==> src/rtl/mem_pkg.sv <==
// Shared encodings for the data-memory access controller: access sizes and FSM states.
package mem_pkg;

    localparam logic [1:0] SIZE_B = 2'd0;
    localparam logic [1:0] SIZE_H = 2'd1;
    localparam logic [1:0] SIZE_W = 2'd2;

    typedef enum logic [1:0] {
        IDLE  = 2'd0,
        READ  = 2'd1,
        WRITE = 2'd2,
        RESP  = 2'd3
    } state_e;

endpackage

==> src/rtl/mem_lane_unit.sv <==
// Combinational lane logic: load extraction with sign/zero extension, and
// sub-word store merge into a previously read word (little-endian lanes).
module mem_lane_unit
    import mem_pkg::*;
(
    input  logic [31:0] word_i,
    input  logic [31:0] store_data_i,
    input  logic [1:0]  size_i,
    input  logic [1:0]  off_i,
    input  logic        unsigned_i,
    output logic [31:0] load_data_o,
    output logic [31:0] merged_o
);

    logic [7:0]  byte_sel;
    logic [15:0] half_sel;

    always_comb begin
        case (off_i)
            2'd0:    byte_sel = word_i[7:0];
            2'd1:    byte_sel = word_i[15:8];
            2'd2:    byte_sel = word_i[23:16];
            default: byte_sel = word_i[31:24];
        endcase
        half_sel = off_i[1] ? word_i[31:16] : word_i[15:0];
    end

    always_comb begin
        load_data_o = word_i;
        case (size_i)
            SIZE_B:  load_data_o = {{24{~unsigned_i & byte_sel[7]}}, byte_sel};
            SIZE_H:  load_data_o = {{16{~unsigned_i & half_sel[15]}}, half_sel};
            default: load_data_o = word_i;
        endcase
    end

    always_comb begin
        merged_o = word_i;
        case (size_i)
            SIZE_B: begin
                case (off_i)
                    2'd0:    merged_o[7:0]   = store_data_i[7:0];
                    2'd1:    merged_o[15:8]  = store_data_i[7:0];
                    2'd2:    merged_o[23:16] = store_data_i[7:0];
                    default: merged_o[31:24] = store_data_i[7:0];
                endcase
            end
            SIZE_H: begin
                if (off_i[1]) merged_o[31:16] = store_data_i[15:0];
                else          merged_o[15:0]  = store_data_i[15:0];
            end
            default: merged_o = store_data_i;
        endcase
    end

endmodule

==> src/rtl/mem_access_ctrl.sv <==
// Load/store initiator for a word-addressed data memory; sub-word stores use read-modify-write.
// Build option MEM_MISALIGN_TRAP_EN: misaligned halfword/word accesses error instead of being aligned down.
module mem_access_ctrl
    import mem_pkg::*;
#(
    parameter int MEM_WORDS = 1024,
    parameter int ADDR_W    = 32
) (
    input  logic              clk,
    input  logic              rst,
    input  logic              req_valid,
    output logic              req_ready,
    input  logic              req_we,
    input  logic [1:0]        req_size,
    input  logic              req_unsigned,
    input  logic [ADDR_W-1:0] req_addr,
    input  logic [31:0]       req_wdata,
    output logic              resp_valid,
    output logic [31:0]       resp_rdata,
    output logic              resp_err,
    output logic [ADDR_W-1:0] mem_address,
    output logic [31:0]       mem_wdata,
    input  logic [31:0]       mem_rdata,
    output logic              mem_we
);

    localparam logic [ADDR_W:0] ADDR_LIMIT = (ADDR_W+1)'(MEM_WORDS * 4);

    state_e            state_q, state_d;
    logic [ADDR_W-1:0] addr_q, addr_d;
    logic [1:0]        size_q, size_d;
    logic              we_q, we_d;
    logic              uns_q, uns_d;
    logic              err_q, err_d;
    logic [31:0]       data_q, data_d;
    logic              mem_we_q, mem_we_d;

    logic [ADDR_W-1:0] acc_addr;
    logic              misalign;
    logic              req_err;
    logic [31:0]       load_data;
    logic [31:0]       merged;

`ifdef MEM_MISALIGN_TRAP_EN
    always_comb begin
        acc_addr = req_addr;
        misalign = ((req_size == SIZE_H) && req_addr[0]) ||
                   ((req_size == SIZE_W) && (req_addr[1:0] != 2'b00));
    end
`else
    always_comb begin
        acc_addr = req_addr;
        misalign = 1'b0;
        if (req_size == SIZE_H) acc_addr[0]   = 1'b0;
        if (req_size == SIZE_W) acc_addr[1:0] = 2'b00;
    end
`endif

    assign req_err = (req_size == 2'd3) || misalign || ({1'b0, acc_addr} >= ADDR_LIMIT);

    mem_lane_unit u_lane (
        .word_i       (mem_rdata),
        .store_data_i (data_q),
        .size_i       (size_q),
        .off_i        (addr_q[1:0]),
        .unsigned_i   (uns_q),
        .load_data_o  (load_data),
        .merged_o     (merged)
    );

    always_ff @(posedge clk or posedge rst) begin
        if (rst) begin
            state_q  <= IDLE;
            addr_q   <= '0;
            size_q   <= SIZE_B;
            we_q     <= 1'b0;
            uns_q    <= 1'b0;
            err_q    <= 1'b0;
            data_q   <= '0;
            mem_we_q <= 1'b0;
        end else begin
            state_q  <= state_d;
            addr_q   <= addr_d;
            size_q   <= size_d;
            we_q     <= we_d;
            uns_q    <= uns_d;
            err_q    <= err_d;
            data_q   <= data_d;
            mem_we_q <= mem_we_d;
        end
    end

    always_comb begin
        state_d  = state_q;
        addr_d   = addr_q;
        size_d   = size_q;
        we_d     = we_q;
        uns_d    = uns_q;
        err_d    = err_q;
        data_d   = data_q;
        mem_we_d = 1'b0;
        case (state_q)
            IDLE: begin
                if (req_valid) begin
                    addr_d = acc_addr;
                    size_d = req_size;
                    we_d   = req_we;
                    uns_d  = req_unsigned;
                    err_d  = req_err;
                    data_d = req_wdata;
                    if (req_err) begin
                        state_d = RESP;
                    end else if (req_we && (req_size == SIZE_W)) begin
                        state_d  = WRITE;
                        mem_we_d = 1'b1;
                    end else begin
                        state_d = READ;
                    end
                end
            end
            READ: begin
                // data_q holds store data until here, then becomes the merged or loaded word
                if (we_q) begin
                    data_d   = merged;
                    state_d  = WRITE;
                    mem_we_d = 1'b1;
                end else begin
                    data_d  = load_data;
                    state_d = RESP;
                end
            end
            WRITE:   state_d = RESP;
            RESP:    state_d = IDLE;
            default: state_d = IDLE;
        endcase
    end

    assign req_ready   = (state_q == IDLE);
    assign mem_we      = mem_we_q;
    assign mem_address = ((state_q == READ) || (state_q == WRITE)) ? {addr_q[ADDR_W-1:2], 2'b00} : '0;
    assign mem_wdata   = (state_q == WRITE) ? data_q : 32'h0;
    assign resp_valid  = (state_q == RESP);
    assign resp_err    = (state_q == RESP) && err_q;
    assign resp_rdata  = ((state_q == RESP) && !we_q && !err_q) ? data_q : 32'h0;

endmodule
==> config.mk <==
export PLATFORM = sky130hd
export DESIGN_NAME = mem_access_ctrl
export DESIGN_NICKNAME = d
export VERILOG_FILES = /design/src/rtl/mem_pkg.sv /design/src/rtl/mem_lane_unit.sv /design/src/rtl/mem_access_ctrl.sv
export SDC_FILE = /design/constraint.sdc
export NUM_CORES = 1
export LEC_CHECK = 0
export ABC_AREA = 1
export CELL_PAD_IN_SITES_DETAIL_PLACEMENT = 1
export CELL_PAD_IN_SITES_GLOBAL_PLACEMENT = 1
export CORE_ASPECT_RATIO = 2
export CORE_UTILIZATION = 31
export DETAILED_ROUTE_END_ITERATION = 8
export GPL_ROUTABILITY_DRIVEN = 0
export PLACE_DENSITY_LB_ADDON = 0.1
export SLEW_MARGIN = 5
export SYNTH_ARGS = -nofsm -noshare
export SYNTH_HDL_FRONTEND = slang
export SYNTH_HIERARCHICAL = 1
export SYNTH_SLANG_ARGS = --single-unit
==> constraint.sdc <==
create_clock -name clk -period 2.9 [get_ports clk]
set_input_delay 0.58 -clock clk [delete_from_list [all_inputs] [get_ports clk]]
set_output_delay 0.58 -clock clk [all_outputs]
set_load 0.02 [all_outputs]
* Word level (Yosys, flattened, before mapping)
Index checks and enable logic that the tools add are counted.
** Word-level totals
- Register bits :: 72
- Word-level logic and storage cells :: 72
** Cells by class
- Order comparisons :: 1
- Equality and inequality tests :: 13
- Mux-type cells :: 28
- Bitwise gates (word level) :: 3
- Reductions and logical operators :: 17
** Operators by type and width (number)
- 32-bit one-hot mux with 2 select lines :: 3
- 32-bit 2-to-1 mux :: 5
- 16-bit 2-to-1 mux :: 3
- 32-bit by 13-bit >= comparator with 1-bit output (second input constant) :: 1
- 8-bit 2-to-1 mux :: 4
- 8-bit one-hot mux with 3 select lines :: 1
- 2-bit == test (second input constant) :: 5
- 2-bit by 1-bit == test with 1-bit output (second input constant) :: 4
- 2-bit 2-to-1 mux :: 4
- 4-bit inequality test (second input constant) :: 2
- 2-bit one-hot mux with 4 select lines :: 1
- 2-bit logical NOT :: 3
- 1-bit 2-to-1 mux :: 6
- 5-bit AND reduction :: 1
- 1-bit logical AND :: 4
- 4-bit by 2-bit inequality test with 1-bit output (second input constant) :: 1
- 4-bit AND reduction :: 1
- 3-bit AND reduction :: 1
- 3-bit OR reduction :: 1
- 1-bit AND :: 2
- 1-bit logical NOT :: 2
- 1-bit logical OR :: 2
- 2-bit inequality test (second input constant) :: 1
- 1-bit one-hot mux with 2 select lines :: 1
- other kinds (3) :: 3

* Depth between registers and ports, before layout
- Depth in word-level cells :: 8
- Depth in mapped cells :: 10
- Gate-level depth less buffers :: 8

* By module
The synthesis kept the hierarchy.
** Modules (own cells, without submodules)
- mem_access_ctrl :: instances 1, cells each 629, area each 4247.8 µm²
- mem_lane_unit :: instances 1, cells each 358, area each 1785.5 µm²

* Least setup slack after synthesis
No wires, ideal clock.
- Path type :: register to output
- Start :: register state_q[0]
- End :: output port resp_rdata[10]
- Arrival time :: 1.294 ns
- Data required time :: 2.320 ns
- Slack :: 1.026 ns
- Stages on the path, launching flop included :: 5
- Cells stage by stage :: dfrtp_1 -> ha_1 -> nand3b_1 -> buf_2 -> nor2_1
** On the way
- Word-level cells in the longest chain between the ends :: 4
** RTL lines
- start, declared :: RTL line mem_access_ctrl.sv:29 : state_e state_q, state_d;
- start signal, assigned :: RTL line mem_access_ctrl.sv:82 : state_q <= state_d;
- 2-bit == test
- named net resp_valid :: RTL line mem_access_ctrl.sv:18 : output logic resp_valid,
- 1-bit logical AND (2 in series) :: RTL line mem_access_ctrl.sv:144 : assign resp_rdata = ((state_q == RESP) && !we_q && !err_q) ? data_q : 32'h0;
- 32-bit 2-to-1 mux :: RTL line mem_access_ctrl.sv:144
- end, declared :: RTL line mem_access_ctrl.sv:19 : output logic [31:0] resp_rdata,
The timed path passes the listed nets, and every way through them passes these cells.

* Worst setup path after layout
- Start :: register state_q[0]
- End :: output port resp_rdata[4]
** On the way
- Word-level cells in the longest chain between the ends :: 4
** RTL lines (RTL line)
- 2-bit == test :: mem_access_ctrl.sv:144
- 1-bit logical AND (2 in series) :: mem_access_ctrl.sv:144
- 32-bit 2-to-1 mux :: mem_access_ctrl.sv:144
No other way between the ends.

==> flow_summary.toml <==
[run_status]
status = "finished, final reports clean"

[global_route]
grt_max_degree = 73
grt_pass1_wl_um = 41010
first_global_vias = 7496
overflow = 0
antenna_found_initial = 0
gr-usage-all-layers_pct = 27.44

[floorplanning]
io_pins = 203
coreArea_um2 = 18920
dieArea_um2 = 20060
initial_core_util_pct = 31.89
rows = 71
die-height_um = 199.3
die_w_um = 100.6

[yosys]
async_flop_share_pct = 100.0
yosysSeqAreaShare_pct = 29.86
syn_avg_cell_area_um2 = 6.113
yosys-top-cells-count = "nand2_1, inv_1, nand3_1"
ys_warn_count = 6
postSynthCellCount = 987
synth_fa_ha_area_share_pct = 0.8295
synth-edff-count = 0
synth-compound-area-share_pct = 13.07
synthXorXnorAreaFrac_pct = 0
synthDominantCellAreaShare_pct = 29.86
synthMuxAreaShare_pct = 0
synth_ff_type = "dfrtp_1"
netlist_area_um2 = 6033
synth_top_family_by_area = "simple AND/OR/NAND/NOR gates"
yosysMostFrequentCell = "nand2_1"
synthTopCellsByArea = "dfrtp_1, nand2_1, nand3_1, inv_1, nor2_1"
synth_largest_area_cell = "dfrtp_1"
synth-simple-area-share_pct = 41.56
synth-seq-cells = 72
synth_cell_types = 31

[finish]
drive_above_1_share_pct = 7.388
nets = 1267
diodes = 0
syn_to_final_growth_pct = 42.29
fillers = 2507
fin_cells = 1419

[clock_network]
cts_max_level = 3
cts.path.max_buffers = 2
clock-sinks = 72
numCtsBuffers = 9
clk_latency_ns = 0.35
cts_tree = "built"
cts_root_buffer = "clkbuf_16"
cts_hold_buf = 0
clkTransAtPathRegs_ns = 0.06

[timing]
max_freq_mhz = 371.0
drv_slew = 0
hold_viol = 0
fin_skew_ns = 0.004517
tightest_slew_ns = 0.8556
fin_setup_tns_ns = 0
rsz0062_at_grt = "false"
finalSetupViolCount = 0
min_period_ns = 2.695
finalCritPeriodShare_pct = 92.94
slew_headroom_pct = 42.75

[job]
maxCapViolCount = 0

[pwr]
ir_worst_vdd_v = 0.0005958
power_leakage_nw = 4.428
power_density_nw_per_um2 = 1192

[route]
drtIter0Drc = 237
routed_wl_um = 26740
ant_nets = 0
drcViolationCount = 0
dr.pass1.iters = 4
wl_per_cell_um = 18.84
vias_per_cell = 5.032
via_count = 7140

[critical_path]
crit_family = "buffers and inverters"
critPathKind = "flip-flop to primary output"
crit_path_start = "state_q[0]"
timing.critical_path.buf_inv = 2
critPathRequiredTime_ns = 2.32
worstPathArrival_ns = 2.12
cp-end-kind = "primary output"
reg2reg_from = "addr_q[1]"
path_cells = "ha_1, nand3b_1, buf_4, nor2_1, clkdlybuf4s50_1"
cp_max_fo = 32
cpPeakStageDelay_ns = 0.56
cp-start-kind = "flip-flop"
slowest_stage = "clkdlybuf4s50_1"

[min_path]
hp-class = "flip-flop to flip-flop"
timing.hold.worst.start = "addr_q[2]"

[placed_design]
io_buffers = 200
placed_cells = 1404
dpl.hpwl_um = 20060
worst reg2reg max path: stages (launching register included):
cell and delay [ns]:
dfrtp_1 0.60, buf_4 0.27, nand2_2 0.05, buf_4 0.21
nor2_1 0.14, nor2_2 0.06, nand3_2 0.09, buf_4 0.24
nand3_2 0.15, nand3_1 0.12, a41oi_1 0.12
cell usage in the layout, fill, tap and decap left out, types with 2 or more instances in the layout:
| master | instances |
|---|---|
| inv_1 | 126 |
| clkbuf_8 | 2 |
| dfrtp_1 | 72 |
| o21ai_0 | 38 |
| nor2_1 | 105 |
| nand3_2 | 22 |
| nand4_1 | 2 |
| nor3_1 | 7 |
| conb_1 | 2 |
| clkdlybuf4s50_1 | 200 |
| bufinv_16 | 2 |
| buf_4 | 25 |
| nor2_2 | 3 |
| nand3_1 | 112 |
| clkbuf_16 | 9 |
| nand2_1 | 322 |
| ha_1 | 3 |
| nand2_2 | 2 |
| buf_12 | 3 |
| a41oi_1 | 32 |
| o211ai_1 | 12 |
| a21oi_1 | 38 |
| inv_2 | 11 |
per-layer routing:
layer,share of wire [%],track usage (%),vias to the layer above
li1,-,-,3470
met1,34,26.77,3387
met2,53,50.89,215
met3,5.2,4.582,68
met4,7.8,20.13,0
met5,0,0,-
cell families (layout without fill, tap and decap cells):
group                      after synthesis  after routing
adders and majority gates                4              4
and+or+nand+nor                        579            579
DFF                                     72             72
buffers and inverters                  206            382
other                                    1              2
AOI/OAI and AO/OA                      125            125
path summary, 6_finish.rpt:
kind	end	slack, ns	cells past startpoint
worst max-delay path	resp_rdata[4]	0.20	5
worst min-delay path	addr_q[2]	0.48	2
worst max register to register	data_q[13]	0.71	10
worst min register to register	addr_q[2]	0.48	2
max in group asynchronous	addr_q[20]	1.90	3
min in group asynchronous	data_q[11]	0.64	3
final cells by class:
class,count,area (um2),area share [%]
timing repair buffer,229,2261,26.34
clock buffer,12,256.5,2.988
multi-input combinational,710,3363,39.18
clock inverter,3,65.06,0.7579
sequential,72,1802,20.99
inverter,138,518.0,6.034
tap,255,319.1,3.717
per-stage QoR:
step	hold WS (ns)	worst slack (ns)	instance area, um2	utilization (%)	power [mW]
after floorplan	0.4487	0.4951	6037	-	6.258
after global placement	0.4689	0.5483	8259	43.65	8.864
after detailed placement	0.4697	0.4824	8259	43.65	9.009
after CTS	0.4857	0.1061	8581	45.35	10.33
after global routing	0.5093	0.05580	8584	45.37	11.07
final	0.4816	0.2047	8584	45.37	10.24
flip-flops by register name, summed over array words and instances, names as in the netlist:
| name | cells |
|---|---|
| addr_q | 32 |
| data_q | 32 |
| err_q | 1 |
| mem_we | 1 |
| size_q | 2 |
| state_q | 2 |
| uns_q | 1 |
| we_q | 1 |
report_power, final:
group          total, mW  leakage, nW  internal [mW]  switching (mW)
registers           2.18        0.857           1.50           0.679
clock network       1.27        0.159          0.796           0.474
logic               6.78         3.41           2.60            4.18
timing repair:
| action | in CTS | in global routing |
|---|---|---|
| setup buffers | 0 | 0 |
| gates resized for setup | 0 | 1 |
| endpoints found under the setup margin | 0 | 8 |
(Power assumes the default switching activity.)
